**src/rtl/char_writer.sv**
```systemverilog
// Write-side controller for the character buffer: cursor tracking, buffer writes,
// scroll by first_row rotation with bottom-line blanking, and full-screen clear.
module char_writer #(
   parameter int unsigned COLS      = 80,
   parameter int unsigned ROWS      = 25,
   parameter int unsigned ADDR_BITS = 11,
   parameter logic [7:0]  FILL_CHAR = 8'h20
) (
   input  logic                 clk,
   input  logic                 reset,
   input  logic [7:0]           char_in,
   input  logic                 char_valid,
   output logic                 char_ready,
   input  logic                 clear_req,
   output logic [ADDR_BITS-1:0] waddr,
   output logic [7:0]           din,
   output logic                 write_en,
   output logic [6:0]           cursor_x,
   output logic [4:0]           cursor_y,
   output logic [4:0]           first_row,
   output logic                 busy
);

   localparam logic [ADDR_BITS-1:0] COLS_A    = ADDR_BITS'(COLS);
   localparam logic [ADDR_BITS-1:0] LAST_ADDR = ADDR_BITS'(COLS * ROWS - 1);
   localparam logic [ADDR_BITS-1:0] LAST_FILL = ADDR_BITS'(COLS - 1);
   localparam logic [6:0]           LAST_COL  = 7'(COLS - 1);
   localparam logic [4:0]           LAST_ROW  = 5'(ROWS - 1);
   localparam logic [5:0]           ROWS_6    = 6'(ROWS);

   typedef enum logic [1:0] {StClear, StIdle, StScrollFill} state_e;

   state_e                 r_state, w_state_nxt;
   logic [ADDR_BITS-1:0]   r_waddr, w_waddr_nxt;
   logic [7:0]             r_din, w_din_nxt;
   logic                   r_we, w_we_nxt;
   logic [6:0]             r_cx, w_cx_nxt;
   logic [4:0]             r_cy, w_cy_nxt;
   logic [4:0]             r_fr, w_fr_nxt;
   logic [ADDR_BITS-1:0]   r_fill_cnt, w_fill_cnt_nxt;
   logic [4:0]             r_fill_row, w_fill_row_nxt;

   logic                   w_accept;
   logic                   w_printable;
   logic                   w_newline;
   logic                   w_scroll;
   logic [5:0]             w_phys_sum;
   logic [5:0]             w_phys_row;
   logic [ADDR_BITS-1:0]   w_cur_addr;
   logic [ADDR_BITS-1:0]   w_fill_addr;

   // Logical cursor row maps to a physical buffer row through the rotating first_row.
   assign w_phys_sum  = {1'b0, r_fr} + {1'b0, r_cy};
   assign w_phys_row  = (w_phys_sum >= ROWS_6) ? (w_phys_sum - ROWS_6) : w_phys_sum;
   assign w_cur_addr  = ADDR_BITS'(w_phys_row) * COLS_A + ADDR_BITS'(r_cx);
   assign w_fill_addr = ADDR_BITS'(r_fill_row) * COLS_A + r_fill_cnt;
   assign w_accept    = char_valid && char_ready;
   assign w_printable = (char_in >= 8'h20) && (char_in <= 8'h7E);

   always_ff @(posedge clk) begin
      if (reset) begin
         r_state    <= StClear;
         r_waddr    <= '0;
         r_din      <= '0;
         r_we       <= 1'b0;
         r_cx       <= '0;
         r_cy       <= '0;
         r_fr       <= '0;
         r_fill_cnt <= '0;
         r_fill_row <= '0;
      end else begin
         r_state    <= w_state_nxt;
         r_waddr    <= w_waddr_nxt;
         r_din      <= w_din_nxt;
         r_we       <= w_we_nxt;
         r_cx       <= w_cx_nxt;
         r_cy       <= w_cy_nxt;
         r_fr       <= w_fr_nxt;
         r_fill_cnt <= w_fill_cnt_nxt;
         r_fill_row <= w_fill_row_nxt;
      end
   end

   always_comb begin
      w_state_nxt = r_state;
      unique case (r_state)
         StClear:      if (r_fill_cnt == LAST_ADDR) w_state_nxt = StIdle;
         StIdle: begin
            if (clear_req)     w_state_nxt = StClear;
            else if (w_scroll) w_state_nxt = StScrollFill;
         end
         StScrollFill: if (r_fill_cnt == LAST_FILL) w_state_nxt = StIdle;
         default:      w_state_nxt = StClear;
      endcase
   end

   always_comb begin
      w_waddr_nxt    = r_waddr;
      w_din_nxt      = r_din;
      w_we_nxt       = 1'b0;
      w_cx_nxt       = r_cx;
      w_cy_nxt       = r_cy;
      w_fr_nxt       = r_fr;
      w_fill_cnt_nxt = r_fill_cnt;
      w_fill_row_nxt = r_fill_row;
      w_newline      = 1'b0;
      w_scroll       = 1'b0;
      unique case (r_state)
         StClear: begin
            w_we_nxt       = 1'b1;
            w_waddr_nxt    = r_fill_cnt;
            w_din_nxt      = FILL_CHAR;
            w_fill_cnt_nxt = (r_fill_cnt == LAST_ADDR) ? '0 : r_fill_cnt + 1'b1;
            w_cx_nxt       = '0;
            w_cy_nxt       = '0;
            w_fr_nxt       = '0;
         end
         StIdle: begin
            if (clear_req) begin
               w_cx_nxt       = '0;
               w_cy_nxt       = '0;
               w_fr_nxt       = '0;
               w_fill_cnt_nxt = '0;
            end else if (w_accept) begin
               if (w_printable) begin
                  w_we_nxt    = 1'b1;
                  w_waddr_nxt = w_cur_addr;
                  w_din_nxt   = char_in;
                  if (r_cx == LAST_COL) begin
                     w_cx_nxt  = '0;
                     w_newline = 1'b1;
                  end else begin
                     w_cx_nxt = r_cx + 1'b1;
                  end
               end else if (char_in == 8'h0A) begin
                  w_newline = 1'b1;
               end else if (char_in == 8'h0D) begin
                  w_cx_nxt = '0;
               end else if (char_in == 8'h08) begin
                  if (r_cx != '0) w_cx_nxt = r_cx - 1'b1;
               end
               if (w_newline) begin
                  if (r_cy != LAST_ROW) begin
                     w_cy_nxt = r_cy + 1'b1;
                  end else begin
                     // Old top row becomes the new bottom row and is blanked.
                     w_scroll       = 1'b1;
                     w_fr_nxt       = (r_fr == LAST_ROW) ? '0 : r_fr + 1'b1;
                     w_fill_row_nxt = r_fr;
                     w_fill_cnt_nxt = '0;
                  end
               end
            end
         end
         StScrollFill: begin
            w_we_nxt       = 1'b1;
            w_waddr_nxt    = w_fill_addr;
            w_din_nxt      = FILL_CHAR;
            w_fill_cnt_nxt = (r_fill_cnt == LAST_FILL) ? '0 : r_fill_cnt + 1'b1;
         end
         default: ;
      endcase
   end

   always_comb begin
      char_ready = (r_state == StIdle) && !clear_req;
      busy       = (r_state == StClear) || (r_state == StScrollFill);
      waddr      = r_waddr;
      din        = r_din;
      write_en   = r_we;
      cursor_x   = r_cx;
      cursor_y   = r_cy;
      first_row  = r_fr;
   end

endmodule

```
**config.mk**
```make
export PLATFORM = sky130hd
export DESIGN_NAME = char_writer
export DESIGN_NICKNAME = d
export VERILOG_FILES = /design/src/rtl/char_writer.sv
export SDC_FILE = /design/constraint.sdc
export NUM_CORES = 1
export LEC_CHECK = 0
export CAP_MARGIN = 20
export CORE_UTILIZATION = 40
export DETAILED_ROUTE_END_ITERATION = 12
export SLEW_MARGIN = 25
export SYNTH_ARGS = -nofsm -noshare
export SYNTH_HDL_FRONTEND = slang
export SYNTH_SLANG_ARGS = --single-unit
```
**constraint.sdc**
```tcl
create_clock -name clk -period 5.1 [get_ports clk]
set_clock_uncertainty 0.15 [all_clocks]
set_input_delay 0.765 -clock clk [delete_from_list [all_inputs] [get_ports clk]]
set_output_delay 0.765 -clock clk [all_outputs]
set_load 0.005 [all_outputs]
```
[Word level (Yosys, flattened, before mapping)]
Cells that the tools add are included.
Storage, ports and cells
  bits of input ports: 12
  register bits: 55
Cells by class
  bitwise logic cells: 2
  $mul: 2
  reductions and logical operators: 19
  add/subtract/negate cells: 9
  equality and inequality tests: 23
  $lt $le $gt $ge: 3
  mux-type cells: 56
Operators by type and width (number)
  $mux 11: 9
  $pmux 11 s3: 2
  $mux 7: 8
  $mux 5: 9
  $eq 8x4->1 const B: 3
  $mux 8: 3
  $pmux 5 s2: 2
  $reduce_and 4->1: 5
  $pmux 8 s2: 1
  $ne 5x5->1 const B: 3
  $mux 1: 14
  $pmux 7 s2: 1
  $ne 3x3->1 const B: 4
  $add 11x1->11 const B: 1
  $add 11x11->11: 1
  $add 11x7->11: 1
  $eq 11x11->1 const B: 1
  $eq 11x7->1 const B: 1
  $add 5x1->5 const B: 2
  $ne 2x2->1 const B: 5
  $reduce_and 5->1: 2
  $ge 8x6->1 const B: 1
  $le 8x7->1 const B: 1
  $mux 2: 4
  26 further kinds: 30

[Logic depth before layout (Yosys ltp)]
  depth in word-level cells: 13
  gate-level depth with buffers: 18
  depth with buffers taken out: 18

[Worst setup path before layout]
Ideal clock, no wire load.
  kind: reg2reg
  from: register r_cy[0] (netlist: cursor_y[0])
  to: register r_waddr[10] (netlist: waddr[10])
  path buffers: 0
  slack: 601 ps
  cell stages (with the launch flop): 17
  arrival time: 4243 ps
  data required time: 4844 ps
  cell sequence: dfxtp_1 -> ha_1 -> fa_1 -> inv_1 -> ha_1 -> nand3b_1 -> a31oi_1 -> mux2_2 -> ha_1 -> ha_1 -> inv_1 -> fa_1 -> nor4_1 -> xnor3_1 -> nor4_1 -> nand2_1 -> o311ai_0
Between the ends
  cells in the longest elaborated chain, start to end: 9
  elaborated cells between the ends (all ways): 10
  classes of those cells: add/sub: 3; mul: 1; order compare: 1; mux: 5
Ends and longest elaborated chain
  start, declared: RTL line 38  | logic [4:0] r_cy, w_cy_nxt;
  start signal, assigned: RTL line 77  | r_cy <= w_cy_nxt;
  $add 5x5->6 (*): RTL line 53  | assign w_phys_sum = {1'b0, r_fr} + {1'b0, r_cy};
  $sub 6x5->6 / $ge 6x5->1 (equally long branches): RTL line 54  | assign w_phys_row = (w_phys_sum >= ROWS_6) ? (w_phys_sum - ROWS_6) : w_phys_sum;
  $mux 6 (*): RTL line 54
  $mul 6x3->7 (*): RTL line 55  | assign w_cur_addr = ADDR_BITS'(w_phys_row) * COLS_A + ADDR_BITS'(r_cx);
  $add 11x7->11 (*): RTL line 55
  $mux 11 (*): RTL line 125  | if (w_printable) begin
  $mux 11 (*): RTL line 124  | end else if (w_accept) begin
  $mux 11 (*): RTL line 119  | if (clear_req) begin
  $pmux 11 s3 (*): RTL line 108  | unique case (r_state)
  end signal, assigned: RTL line 73  | r_waddr <= w_waddr_nxt;
  end, declared: RTL line 34  | logic [ADDR_BITS-1:0] r_waddr, w_waddr_nxt;
Every way passes the cells marked *; elsewhere a longest branch is shown, timed or not. The select of a mux whose other input is x is not followed.
A chain may end at the register's enable or synchronous reset.

[Worst setup path in the final report]
Ends and elaborated chain as after synthesis.

==> metrics.cfg <==
[outcome]
outcome=complete, no violations

[floorplanning]
fp.dieH_um=102.0
start_util_pct=41.15
std_cell_rows=36
fp.dieW_um=102.0
die_area_um2=10410
io_pins=51
fp.coreArea_um2=9729

[global_route]
grt_overflow_total=0
grt_pass1_wl_um=17780
grt_max_degree=50
antenna_found_initial=0
grt.total_usage_pct=21.70
grt_pass1_vias=3558

[cts]
cts_made_buffers=5
holdBufCountCts=0
clk_pin_slew_ns=0.11
cts_tree=done
worstSkewPairLatency_ns=0.32
root_buffer=clkbuf_8
clock_path_buffers=2
h-tree-depth=2
cts_num_sinks=55

[yosys]
synth_area_um2=4004
syn_nets=545
ys.flop_type=dfxtp_1
synth-seq-area-share_pct=27.50
avgSynthCellArea_um2=8.221
synth_edf_count=0
synth_cell_types=63
ys_warn_count=0
ys_ff_latch=55
syn_inst=487
synthArstFlopShare_pct=0

[sta]
tightest_slew_ns=0.9641
setup-tns-final_ns=0
hold_viol=0
fin_crit_ns=4.781
rsz0062_at_grt=no
relSlewSlack_pct=35.30
setup_viol=0
max_freq_mhz=209.1
finalMaxSlewViolations=0
fin_crit_sh_pct=93.75
hold-worst-slack_ns=0.3076

[layout]
diodes=0
layout_common_cells=nor2_1 (58), dfxtp_1 (55), clkdlybuf4s50_1 (49)
layout.nets=582
final_common_cell=nor2_1
final.fill_count=980
final_cells=658
layout-drive-gt1-share_pct=3.619
area_delta_synth_final_pct=17.50

[route]
drt-initial-drc-count=168
wl_um=10510
wl_per_cell_um=15.97
postRouteAntennaNets=0
route.detailed.drc=0
first_pass_iters=5
avgViaCountPerCell=5.552
vias=3653

[setup_path]
worstSetupStartpoint=cursor_y[0]$_SDFFE_PP0P_
arrival_ns=4.85
required_ns=5.17
rr_startpoint=cursor_y[0]$_SDFFE_PP0P_
end_kind=flop
cp_max_fo=6
timing.rr.end=waddr[10]$_SDFFE_PP0P_
start_kind=flop
reg2reg_depth=16
crit_type=flop to flop
crit_end=waddr[10]$_SDFFE_PP0P_
reg2reg_setup_slack_ns=0.32

[placed_design]
dp.cells=650
port_buffers=50
dpl.hpwl_um=7946
gp_congestion=0.8584

[power_and_ir_drop]
power_leakage_uw=0.001898
irDropWorstVdd_mv=0.1147
p_total_uw=752.3
powerDensity_nw_per_um2=159.9

[hold_path]
min_path_type=flop to flop

[run]
timing.max_cap.violations=0

-- synth_stat cells, drive strengths merged (2+ instances only) --
cell | instances | area [um2]
nor2 | 58 | 217.7
dfxtp | 55 | 1101
ha | 41 | 513.0
a21oi | 40 | 200.2
nand2 | 31 | 116.4
inv | 26 | 97.59
o21ai | 19 | 95.09
xnor2 | 19 | 166.4
clkbuf | 18 | 67.56
nand3 | 15 | 75.07
mux2i | 12 | 120.1
a21o | 10 | 75.07
xor2 | 10 | 87.58
a211oi | 8 | 60.06
nand4 | 8 | 50.05
nor3 | 8 | 40.04
and3 | 7 | 43.79
a221oi | 6 | 52.55
or3 | 6 | 37.54
fa | 5 | 100.1
nor4 | 5 | 31.28
or4 | 5 | 37.54
a22oi | 4 | 30.03
a31oi | 4 | 25.02
a32oi | 4 | 35.03
and4 | 4 | 35.03
nor3b | 4 | 30.03
o31ai | 4 | 30.03
buf | 3 | 21.27
nand3b | 3 | 22.52
or2 | 3 | 18.77
and2 | 2 | 12.51
clkinv | 2 | 7.510
mux2 | 2 | 22.52
nand2b | 2 | 12.51
nand4b | 2 | 17.52
o2111a | 2 | 22.52
o2111ai | 2 | 17.52
o21bai | 2 | 15.01
o2bb2ai | 2 | 17.52
o311ai | 2 | 17.52
o31a | 2 | 17.52
or3b | 2 | 17.52
-- where the power goes --
part           leakage [uW]  switching (uW)  total (uW)  internal [uW]
Clock             0.0000522             158         272            114
Combinational       0.00140            23.8        43.0           19.1
Sequential         0.000445            3.62         437            433
-- worst min path at each step --
stage	from	end	cells after the start
2_1_floorplan	waddr[7]$_SDFFE_PP0P_	waddr[7]$_SDFFE_PP0P_	2
3_3_place_gp	waddr[8]$_SDFFE_PP0P_	waddr[8]$_SDFFE_PP0P_	2
3_5_place_dp	din[1]$_SDFFE_PP0P_	din[1]$_SDFFE_PP0P_	2
4_1_cts	din[1]$_SDFFE_PP0P_	din[1]$_SDFFE_PP0P_	2
5_1_grt	waddr[4]$_SDFFE_PP0P_	waddr[4]$_SDFFE_PP0P_	2
6_report	din[1]$_SDFFE_PP0P_	din[1]$_SDFFE_PP0P_	2
-- repair_timing --
| item | 4_1_cts | 5_1_grt |
|---|---|---|
| buffers inserted | 0 | 0 |
| endpoints found under the setup margin | 0 | 1 |
| resized for setup | 0 | 2 |
-- state kept, by name, summed over array words and instances, names as in the netlist --
signal / cells
r_fill_cnt: 11
waddr: 11
din: 8
cursor_x: 7
cursor_y: 5
first_row: 5
r_fill_row: 5
r_state: 2
write_en: 1
-- metal layers --
layer | wire length, um | global-route usage, % | vias up
met1 | 5177 | 31.01 | 1716
li1 | - | - | 1847
met4 | 129 | 5.714 | 0
met2 | 4673 | 34.28 | 81
met5 | 0 | 0 | -
met3 | 529 | 2.873 | 9
-- critical path: stages, from the launching register on --
cell and delay (ns):
dfxtp_1 0.38, ha_1 0.25, fa_1 0.54, inv_1 0.09
ha_1 0.21, nand3b_1 0.16, a31oi_2 0.30, mux2_2 0.42
ha_1 0.28, ha_1 0.21, inv_1 0.07, fa_1 0.47
nor4_1 0.37, xnor3_1 0.39, nor4_1 0.24, nand2_1 0.08
o311ai_0 0.08
-- cell families (layout without fill, tap and decap cells) --
group	Yosys count	in the layout	synth area share (%)
AND/OR/NAND/NOR	169	169	21.28
AO/OA/AOI/OAI	124	124	20.59
flip-flops	55	55	27.50
buffers and inverters	49	87	4.844
adder cells (fa/ha/maj)	46	46	15.31
XOR/XNOR	30	30	6.906
multiplexers	14	14	3.563
-- final cells by class --
cell class	instances	area [um2]	share of cell area, %
sequential	55	1101	23.40
clock buffer	6	82.58	1.755
clock inverter	2	17.52	0.3723
inverter	28	105.1	2.234
tap	133	166.4	3.537
timing repair buffer	51	503.0	10.69
multi-input combinational	383	2729	58.01
-- through the flow --
step           utilization [%]  area (um2)  setup slack [ns]
2_1_floorplan                -        4004            0.6011
3_3_place_gp             47.12        4584            0.4183
3_5_place_dp             47.12        4584            0.3027
4_1_cts                  48.15        4684            0.2549
5_1_grt                  48.35        4705           0.05792
6_report                 48.35        4705            0.3186
(Power assumes the default switching activity.)
